`src/rtl/rpn_stack_alu.sv`:
```
// rpn_stack_alu: parametrised RPN stack calculator.
// A LIFO operand stack of DEPTH entries, each WIDTH bits wide. Push, pop,
// add, sub, mul, dup, swap and clear complete in one cycle. Div and mod use
// a restoring divider that produces one quotient bit per cycle. Errors are
// sticky: they park the FSM in ERR until reset.
// Build option: define RPN_SAT_EN to make add/mul/sub saturate instead of
// wrapping modulo 2^WIDTH.
module rpn_stack_alu #(
  parameter int WIDTH = 8,
  parameter int DEPTH = 5
) (
  input  logic                       clk_i,
  input  logic                       reset_i,
  input  logic [WIDTH-1:0]           in_i,
  input  logic [3:0]                 op_i,
  input  logic                       apply_i,
  output logic                       ready_o,
  output logic [WIDTH-1:0]           tail_o,
  output logic [$clog2(DEPTH+1)-1:0] count_o,
  output logic                       empty_o,
  output logic                       full_o,
  output logic                       valid_o,
  output logic [2:0]                 err_code_o
);

  localparam int CW = $clog2(DEPTH + 1);
  localparam int NW = $clog2(WIDTH + 1);

  localparam logic [3:0] OP_PUSH  = 4'd0;
  localparam logic [3:0] OP_POP   = 4'd1;
  localparam logic [3:0] OP_ADD   = 4'd2;
  localparam logic [3:0] OP_MUL   = 4'd3;
  localparam logic [3:0] OP_SUB   = 4'd4;
  localparam logic [3:0] OP_DIV   = 4'd5;
  localparam logic [3:0] OP_MOD   = 4'd6;
  localparam logic [3:0] OP_DUP   = 4'd7;
  localparam logic [3:0] OP_SWAP  = 4'd8;
  localparam logic [3:0] OP_CLEAR = 4'd9;

  localparam logic [2:0] ERR_NONE = 3'd0;
  localparam logic [2:0] ERR_OVF  = 3'd1;
  localparam logic [2:0] ERR_UDF  = 3'd2;
  localparam logic [2:0] ERR_DIV0 = 3'd3;
  localparam logic [2:0] ERR_ILL  = 3'd4;

  typedef enum logic [1:0] {
    IDLE = 2'd0,
    DIV  = 2'd1,
    ERR  = 2'd2
  } state_e;

  state_e           state_q, state_d;
  logic [CW-1:0]    count_q, count_d;
  logic [2:0]       err_q, err_d;
  logic [WIDTH-1:0] stack_q [DEPTH];
  logic [WIDTH-1:0] stack_d [DEPTH];

  // Divider working registers: partial remainder, dividend shifting out /
  // quotient shifting in, divisor, step counter and which result to keep.
  logic [WIDTH-1:0] rem_q, rem_d;
  logic [WIDTH-1:0] quo_q, quo_d;
  logic [WIDTH-1:0] dvs_q, dvs_d;
  logic [NW-1:0]    step_q, step_d;
  logic             mod_q, mod_d;

  logic             is_empty, is_full, has_two;
  logic [CW-1:0]    top_idx, sec_idx;
  logic [WIDTH-1:0] t_val, s_val;
  logic [WIDTH-1:0] add_res, mul_res, sub_res;
  logic [WIDTH:0]   trial;
  logic [WIDTH-1:0] rem_nx, quo_nx;

  logic             wr_a_en, wr_b_en;
  logic [CW-1:0]    wr_a_idx, wr_b_idx;
  logic [WIDTH-1:0] wr_a_data, wr_b_data;

  assign is_empty = (count_q == '0);
  assign is_full  = (count_q == CW'(DEPTH));
  assign has_two  = (count_q >= CW'(2));
  assign top_idx  = count_q - CW'(1);
  assign sec_idx  = count_q - CW'(2);

  // Fetch T and S; missing operands read as zero so tail shows 0 when empty.
  always_comb begin
    t_val = '0;
    s_val = '0;
    for (int i = 0; i < DEPTH; i++) begin
      if (!is_empty && (CW'(i) == top_idx)) t_val = stack_q[i];
      if (has_two && (CW'(i) == sec_idx))   s_val = stack_q[i];
    end
  end

`ifdef RPN_SAT_EN
  logic [WIDTH:0]     sum_full;
  logic [2*WIDTH-1:0] prod_full;

  // Saturating arithmetic: overflow clamps to all-ones, negative sub to zero.
  always_comb begin
    sum_full  = {1'b0, t_val} + {1'b0, s_val};
    prod_full = {{WIDTH{1'b0}}, t_val} * {{WIDTH{1'b0}}, s_val};
    add_res   = sum_full[WIDTH] ? '1 : sum_full[WIDTH-1:0];
    mul_res   = (|prod_full[2*WIDTH-1:WIDTH]) ? '1 : prod_full[WIDTH-1:0];
    sub_res   = (s_val > t_val) ? '0 : (t_val - s_val);
  end
`else
  // Wrapping arithmetic: keep the low WIDTH bits of every result.
  always_comb begin
    add_res = t_val + s_val;
    mul_res = t_val * s_val;
    sub_res = t_val - s_val;
  end
`endif

  // One restoring-division step: try subtracting the divisor from the
  // remainder extended by the next dividend bit, keep it if no borrow.
  always_comb begin
    trial = {rem_q, quo_q[WIDTH-1]} - {1'b0, dvs_q};
    if (!trial[WIDTH]) begin
      rem_nx = trial[WIDTH-1:0];
      quo_nx = {quo_q[WIDTH-2:0], 1'b1};
    end else begin
      rem_nx = {rem_q[WIDTH-2:0], quo_q[WIDTH-1]};
      quo_nx = {quo_q[WIDTH-2:0], 1'b0};
    end
  end

  // Next-state logic: decode the command in IDLE, step the divider in DIV,
  // and hold everything in ERR. Errors leave the stack untouched.
  always_comb begin
    state_d   = state_q;
    count_d   = count_q;
    err_d     = err_q;
    rem_d     = rem_q;
    quo_d     = quo_q;
    dvs_d     = dvs_q;
    step_d    = step_q;
    mod_d     = mod_q;
    wr_a_en   = 1'b0;
    wr_a_idx  = '0;
    wr_a_data = '0;
    wr_b_en   = 1'b0;
    wr_b_idx  = '0;
    wr_b_data = '0;

    case (state_q)
      IDLE: begin
        if (apply_i) begin
          case (op_i)
            OP_PUSH: begin
              if (is_full) begin
                state_d = ERR;
                err_d   = ERR_OVF;
              end else begin
                wr_a_en   = 1'b1;
                wr_a_idx  = count_q;
                wr_a_data = in_i;
                count_d   = count_q + CW'(1);
              end
            end
            OP_POP: begin
              if (is_empty) begin
                state_d = ERR;
                err_d   = ERR_UDF;
              end else begin
                count_d = top_idx;
              end
            end
            OP_ADD, OP_MUL, OP_SUB: begin
              if (!has_two) begin
                state_d = ERR;
                err_d   = ERR_UDF;
              end else begin
                wr_a_en   = 1'b1;
                wr_a_idx  = sec_idx;
                wr_a_data = (op_i == OP_ADD) ? add_res :
                            (op_i == OP_MUL) ? mul_res : sub_res;
                count_d   = top_idx;
              end
            end
            OP_DIV, OP_MOD: begin
              if (!has_two) begin
                state_d = ERR;
                err_d   = ERR_UDF;
              end else if (s_val == '0) begin
                state_d = ERR;
                err_d   = ERR_DIV0;
              end else begin
                state_d = DIV;
                rem_d   = '0;
                quo_d   = t_val;
                dvs_d   = s_val;
                step_d  = '0;
                mod_d   = (op_i == OP_MOD);
              end
            end
            OP_DUP: begin
              if (is_empty) begin
                state_d = ERR;
                err_d   = ERR_UDF;
              end else if (is_full) begin
                state_d = ERR;
                err_d   = ERR_OVF;
              end else begin
                wr_a_en   = 1'b1;
                wr_a_idx  = count_q;
                wr_a_data = t_val;
                count_d   = count_q + CW'(1);
              end
            end
            OP_SWAP: begin
              if (!has_two) begin
                state_d = ERR;
                err_d   = ERR_UDF;
              end else begin
                wr_a_en   = 1'b1;
                wr_a_idx  = top_idx;
                wr_a_data = s_val;
                wr_b_en   = 1'b1;
                wr_b_idx  = sec_idx;
                wr_b_data = t_val;
              end
            end
            OP_CLEAR: begin
              count_d = '0;
            end
            default: begin
              state_d = ERR;
              err_d   = ERR_ILL;
            end
          endcase
        end
      end
      DIV: begin
        rem_d  = rem_nx;
        quo_d  = quo_nx;
        step_d = step_q + NW'(1);
        if (step_q == NW'(WIDTH - 1)) begin
          wr_a_en   = 1'b1;
          wr_a_idx  = sec_idx;
          wr_a_data = mod_q ? rem_nx : quo_nx;
          count_d   = top_idx;
          state_d   = IDLE;
        end
      end
      ERR: begin
        state_d = ERR;
      end
      default: begin
        state_d = IDLE;
      end
    endcase
  end

  // Merge the (at most two) entry writes of this cycle into the stack image.
  always_comb begin
    for (int i = 0; i < DEPTH; i++) begin
      stack_d[i] = stack_q[i];
      if (wr_a_en && (CW'(i) == wr_a_idx)) stack_d[i] = wr_a_data;
      if (wr_b_en && (CW'(i) == wr_b_idx)) stack_d[i] = wr_b_data;
    end
  end

  // Control and divider registers; reset aborts any divide in flight.
  always_ff @(posedge clk_i or posedge reset_i) begin
    if (reset_i) begin
      state_q <= IDLE;
      count_q <= '0;
      err_q   <= ERR_NONE;
      rem_q   <= '0;
      quo_q   <= '0;
      dvs_q   <= '0;
      step_q  <= '0;
      mod_q   <= 1'b0;
    end else begin
      state_q <= state_d;
      count_q <= count_d;
      err_q   <= err_d;
      rem_q   <= rem_d;
      quo_q   <= quo_d;
      dvs_q   <= dvs_d;
      step_q  <= step_d;
      mod_q   <= mod_d;
    end
  end

  // Stack storage: contents are meaningless beyond count, so no reset needed.
  always_ff @(posedge clk_i) begin
    for (int i = 0; i < DEPTH; i++) begin
      stack_q[i] <= stack_d[i];
    end
  end

  assign ready_o    = (state_q == IDLE);
  assign tail_o     = t_val;
  assign count_o    = count_q;
  assign empty_o    = is_empty;
  assign full_o     = is_full;
  assign valid_o    = (state_q != ERR);
  assign err_code_o = err_q;

endmodule

```
`config.mk`:
```
export PLATFORM = sky130hd
export DESIGN_NAME = rpn_stack_alu
export DESIGN_NICKNAME = d
export VERILOG_FILES = /design/src/rtl/rpn_stack_alu.sv
export SDC_FILE = /design/constraint.sdc
export NUM_CORES = 1
export LEC_CHECK = 0
export CAP_MARGIN = 30
export CORE_MARGIN = 1.5
export CORE_UTILIZATION = 35
export CTS_CLUSTER_DIAMETER = 30
export DETAILED_ROUTE_END_ITERATION = 8
export GPL_ROUTABILITY_DRIVEN = 1
export GPL_TIMING_DRIVEN = 1
export PLACE_DENSITY = 0.51
export SLEW_MARGIN = 10
export SYNTH_ARGS = -nofsm -noshare
export SYNTH_HDL_FRONTEND = slang
export SYNTH_SLANG_ARGS = --single-unit
```
`constraint.sdc`:
```
create_clock -name clk_i -period 6.2 [get_ports clk_i]
set_clock_uncertainty 0.15 [all_clocks]
set_input_delay 1.24 -clock clk_i [delete_from_list [all_inputs] [get_ports clk_i]]
set_output_delay 1.24 -clock clk_i [all_outputs]
set_load 0.1 [all_outputs]
```
======== Word-level counts from Yosys, hierarchy flattened ========
Memories as Yosys holds them, arrays and structs flattened.
Index checks and enable logic that the tools add are counted.
Widths: inputs -> output; s select.
operators by class
  equality and inequality tests ........... 45
  reduce and logical (&&, ||, !) cells .... 38
  mux-type cells .......................... 99
  magnitude comparators ................... 1
  $add $sub $neg .......................... 7
  bitwise logic cells ..................... 2
  $mul .................................... 1
operators with widths
  operator            count
  $mux 8              43
  $mux 3              21
  $pmux 8 s2          3
  $pmux 8 s4          1
  $eq 2x3->1 const A  8
  $eq 4x3->1 const B  5
  $logic_and 1x1->1   20
  $ne 3x3->1 const B  6
  $pmux 3 s6          1
  $mux 2              8
  $mux 4              4
  $logic_not 3->1     5
  $pmux 3 s5          1
  $reduce_and 5->1    3
  $ne 2x2->1 const B  7
  $eq 1x3->1 const A  4
  $eq 3x3->1 const A  4
  $pmux 2 s6          1
  $pmux 3 s2          2
  $pmux 3 s4          1
  $mux 1              9
  $sub 9x8->9         1
  $add 8x8->8         1
  $eq 4x2->1 const B  2
  other kinds (29)    32
storage, ports and cells
  output and inout port bits .............. 18
  input bits .............................. 15
  memories ................................ 1
  bits in writable memories ............... 40
  word-level logic and storage cells ...... 202
  register bits ........................... 37
memory list
  name     depth  width  rd ports  clocked after memory_dff  wr ports  RTL line  source
  stack_q  5      8      5         0                         5         55        logic [WIDTH-1:0] stack_q [DEPTH];

======== Longest topological paths before layout ========
  depth after elaboration ................. 17
  gate-level depth with buffers ........... 29

======== Worst setup path after synthesis ========
Ideal clock, no wire load.
  path type ............................... register to register
  from .................................... reg count_q[0] (netlist: count_o[0])
  to ...................................... mem stack_q[1][7] (netlist: stack_q[0][15]) (data pin)
  cell stages (with the launch flop) ...... 27
  buffers on the path ..................... 3
  path slack .............................. -1.673 ns
  data arrival time ....................... 7.443 ns
  clock period less this slack ............ 7.873 ns
  path through ............................ dfrtp_1 clkbuf_1 inv_1 ha_1 buf_2 nor2b_1 a22oi_1 o211ai_1 clkbuf_1 ha_1 inv_1 fa_1 inv_1 fa_1 ha_1 inv_1 fa_1 inv_1 ha_1 a21o_1 a21oi_1 xnor2_1 xnor2_1 xnor3_1 xnor3_1 nor3b_2 a311oi_1
RTL lines
  element                 RTL line  source
  from (decl)             53        logic [CW-1:0] count_q, count_d;
  from (signal assigned)  276       count_q <= count_d;
  to (decl)               55

==> flow_summary.ini <==
[yosys]
syn_area_per_cell_sq_um = 8.32
syn_nets = 942
yosys-top-cells-area = edfxtp_1 (17%), dfrtp_1 (13%), ha_1 (8.2%)
synth_top_area_cell = edfxtp_1
synth_top_family_by_area = compound AO/OA/AOI/OAI gates
netlist.area_leader.share_pct = 16.7
synth_warnings = 0
synthAdderAreaFrac_pct = 12.3
synth_flop_cell = edfxtp_1
synthSimpleGateAreaFrac_pct = 19.1
ys_seq_area_share_pct = 29.5
muxShareOfSynthArea_pct = 2.12
synth_cell_types = 82
synth_cells = 865
yosys_register_bits = 77
synth_xor_area_share_pct = 4.33
synth_enable_flop_cells = 40
postSynth.asyncResetShare_pct = 48.1
syn-cell-area_sq_um = 7200
synth_compound_area_share_pct = 24.8

[clock_tree]
ctsHoldBuffers = 0
clkSlewWorstSetupHoldPaths_ns = 0.06
insertion_delay_ns = 0.35
cts_tree = yes
cts_buffers = 9
cts-htree-levels = 3
cts_buffer_depth = 2
cts_num_sinks = 77
cts-root-buf = clkbuf_16

[cells_and_area]
areaGrowthSynthToFinish_pct = 22.3
diodes = 0
drive_above_1_share_pct = 17.9
instances_no_fill = 1223
final_nets = 1025
stdcell_area_sq_um = 8800

[setup_path]
r2r_slack_ns = 0.16
start_kind = flop
worstPathRequired_ns = 6.09
crit_type = reg -> reg
rr_worst_depth = 23
slowest_stage = fa_1
worstPathArrival_ns = 5.93
worstPathCellList = clkinvlp_4 > ha_4 > buf_12 > or3b_4 > nor3_4 > o32ai_4 > inv_2 > nand2_1 > fa_2 > fa_1 > inv_1 > fa_1 > inv_1 > fa_2 > inv_2 > ha_4 > a21oi_4 > xnor2_2 > xnor2_1 > xnor3_1 > xnor3_1 > nor3b_4 > a311oi_1
slowest_delay_ns = 0.54
reg2reg_to = stack_q[0][31]$_DFFE_PP_
startpoint = count_o[1]$_DFFE_PP0P_
end_kind = flop
reg2reg_from = count_o[1]$_DFFE_PP0P_
endpoint = stack_q[0][31]$_DFFE_PP_
worstPathMaxFanout = 16

[timing]
layout_setup_ws_ns = 0.162
min_period_ns = 6.04
fmax_mhz = 166
min_period_over_period_pct = 97.4
finalHoldViolCount = 0
setup_viol = 0
slew_violations = 0
worst_pin_slew_ns = 0.972
hold_ws_ns = 0.336
slew_headroom_pct = 35.0

[place]
placed_area_sq_um = 8250
gp_congestion = 0.895
post-place-ws_ns = 0.0470
io_buffers = 32
hpwl_microns = 18600
placedCellCount = 1194

[global_route]
grt_antenna_before_repair = 0
grt_use_total_pct = 22.6
grt_overflow = 0
grt_max_degree = 38
grt_pass1_wl_microns = 36900
grt_pass1_vias = 6285

[routing]
dr.pass1.iters = 7
antenna_left = 0
wire_per_inst_microns = 19.8
vias_per_cell = 5.50
vias = 6726
drc = 0
routed_wl_microns = 24200
drt-initial-drc-count = 559

[status]
outcome = complete, no violations

[die]
core_sq_um = 20200
ios = 33
rows = 52
die_x_microns = 146
die_area_sq_um = 21400
initial_core_util_pct = 35.6
die_y_microns = 146

[worst_hold_path]
hp-start = dvs_q[3]$_DFFE_PP0P_
hold_class = reg -> reg

[pwr]
max-vdd-ir-drop_mv = 0.266
cellPowerDensity_nw_per_um2 = 575
p_total_mw = 5.06
power.leakage_nw = 3.82

[flow_run]
cap_violations = 0
layout make-up:
type / count / area, sq um
Fill cell: 2064 / 11400
Multi-Input combinational cell: 658 / 4720
Sequential cell: 77 / 2130
Timing Repair Buffer: 120 / 997
Tap cell: 270 / 338
Inverter: 82 / 323
Clock buffer: 11 / 236
Clock inverter: 5 / 57.6
stage by stage:
stage	utilization, %	setup TNS [ns]
5_1_grt	43.5	-0.0453
2_1_floorplan	-	-3.82
3_3_place_gp	40.7	0
3_5_place_dp	40.7	0
6_report	43.5	0
4_1_cts	42.2	0
worst max-delay path, delay by kind of cell, from the launching register on:
family / cells / cell delay, ns
AOI/OAI and AO/OA: 3 / 0.27
xor gates and xnor gates: 4 / 0.77
adders and majority gates: 6 / 2.44
buffers and inverters: 6 / 0.59
DFF: 1 / 0.42
and+or+nand+nor: 4 / 1.09
per-layer routing:
metal	vias to the layer above	track usage, %	part of all wire (%)
li1	3256	-	-
met1	3239	32.3	47
met2	198	35.0	45
met3	33	3.41	5.4
met4	0	7.22	2.3
met5	-	0	0
power by group:
part / total (mW) / internal [mW] / switching [mW]
Combinational: 3.82 / 1.50 / 2.33
Clock: 0.543 / 0.318 / 0.225
Sequential: 0.696 / 0.625 / 0.0710
Total: 5.06 / 2.44 / 2.62
registers in the layout (all words and copies together) (netlist names):
signal,cells
rem_q,8
quo_q,8
mod_q,1
stack_q,40
state_q,2
count_o,3
dvs_q,8
err_code_o,3
step_q,4
cells by family (layout without fill, tap and decap cells):
group	after synthesis	in the layout
simple gates	283	283
xor+xnor	30	30
buf+inv	130	218
flops	77	77
compound gates	268	268
fa+ha+maj	62	62
mux	15	15
synth_stat cells, types with 5 or more instances:
cell type  count
a211oi_1       8
a21oi_1       91
a22o_1         7
a22oi_1       10
a311oi_1       8
a31oi_1       12
and2_1        11
buf_2          8
buf_6          7
clkbuf_1      28
dfrtp_1       37
edfxtp_1      40
fa_1          15
ha_1          47
inv_1         77
mux2i_1       13
nand2_1       75
nand2b_1      10
nand3_1       21
nand3b_1      13
nor2_1        98
nor2b_1       15
nor3_1         8
o211ai_1      12
o21a_1         5
o21ai_0       46
o21bai_1       6
o22ai_1       14
or3_1          5
xnor2_1       17
xor2_1         9
worst min path at each step:
stage	end	slack, ns	cells after the start
after detailed placement	dvs_q[7]$_DFFE_PP0P_	0.33	2
after global placement	dvs_q[5]$_DFFE_PP0P_	0.32	2
after floorplan	dvs_q[3]$_DFFE_PP0P_	0.30	2
after global routing	dvs_q[5]$_DFFE_PP0P_	0.36	2
final	dvs_q[3]$_DFFE_PP0P_	0.34	2
after CTS	dvs_q[5]$_DFFE_PP0P_	0.34	2
what timing repair did:
action,in CTS,in global routing
resized for setup,0,33
setup endpoints to repair,0,10
buffers inserted,0,12
cell usage in the layout, fill, tap and decap left out, types with 4 or more instances in the layout:
cell type        count
nor2_1              98
a21oi_1             88
buf_4               87
nand2_1             74
inv_1               69
o21ai_0             45
edfxtp_1            40
ha_1                38
dfrtp_1             35
clkdlybuf4s50_1     26
nand3_1             21
xnor2_1             16
nor2b_1             14
o22ai_1             13
nand3b_1            13
mux2i_1             13
o211ai_1            12
a31oi_1             12
and2_1              11
fa_1                11
nand2b_1            10
a22oi_1             10
xor2_1               9
clkbuf_16            9
inv_2                8
a211oi_1             8
ha_4                 8
a22o_1               7
a311oi_1             7
nor3_1               6
o21bai_1             6
a21oi_2              5
or3_1                5
o21a_1               5
nand4b_1             4
and3_1               4
fa_2                 4
Power figures use the tool's default switching activity.
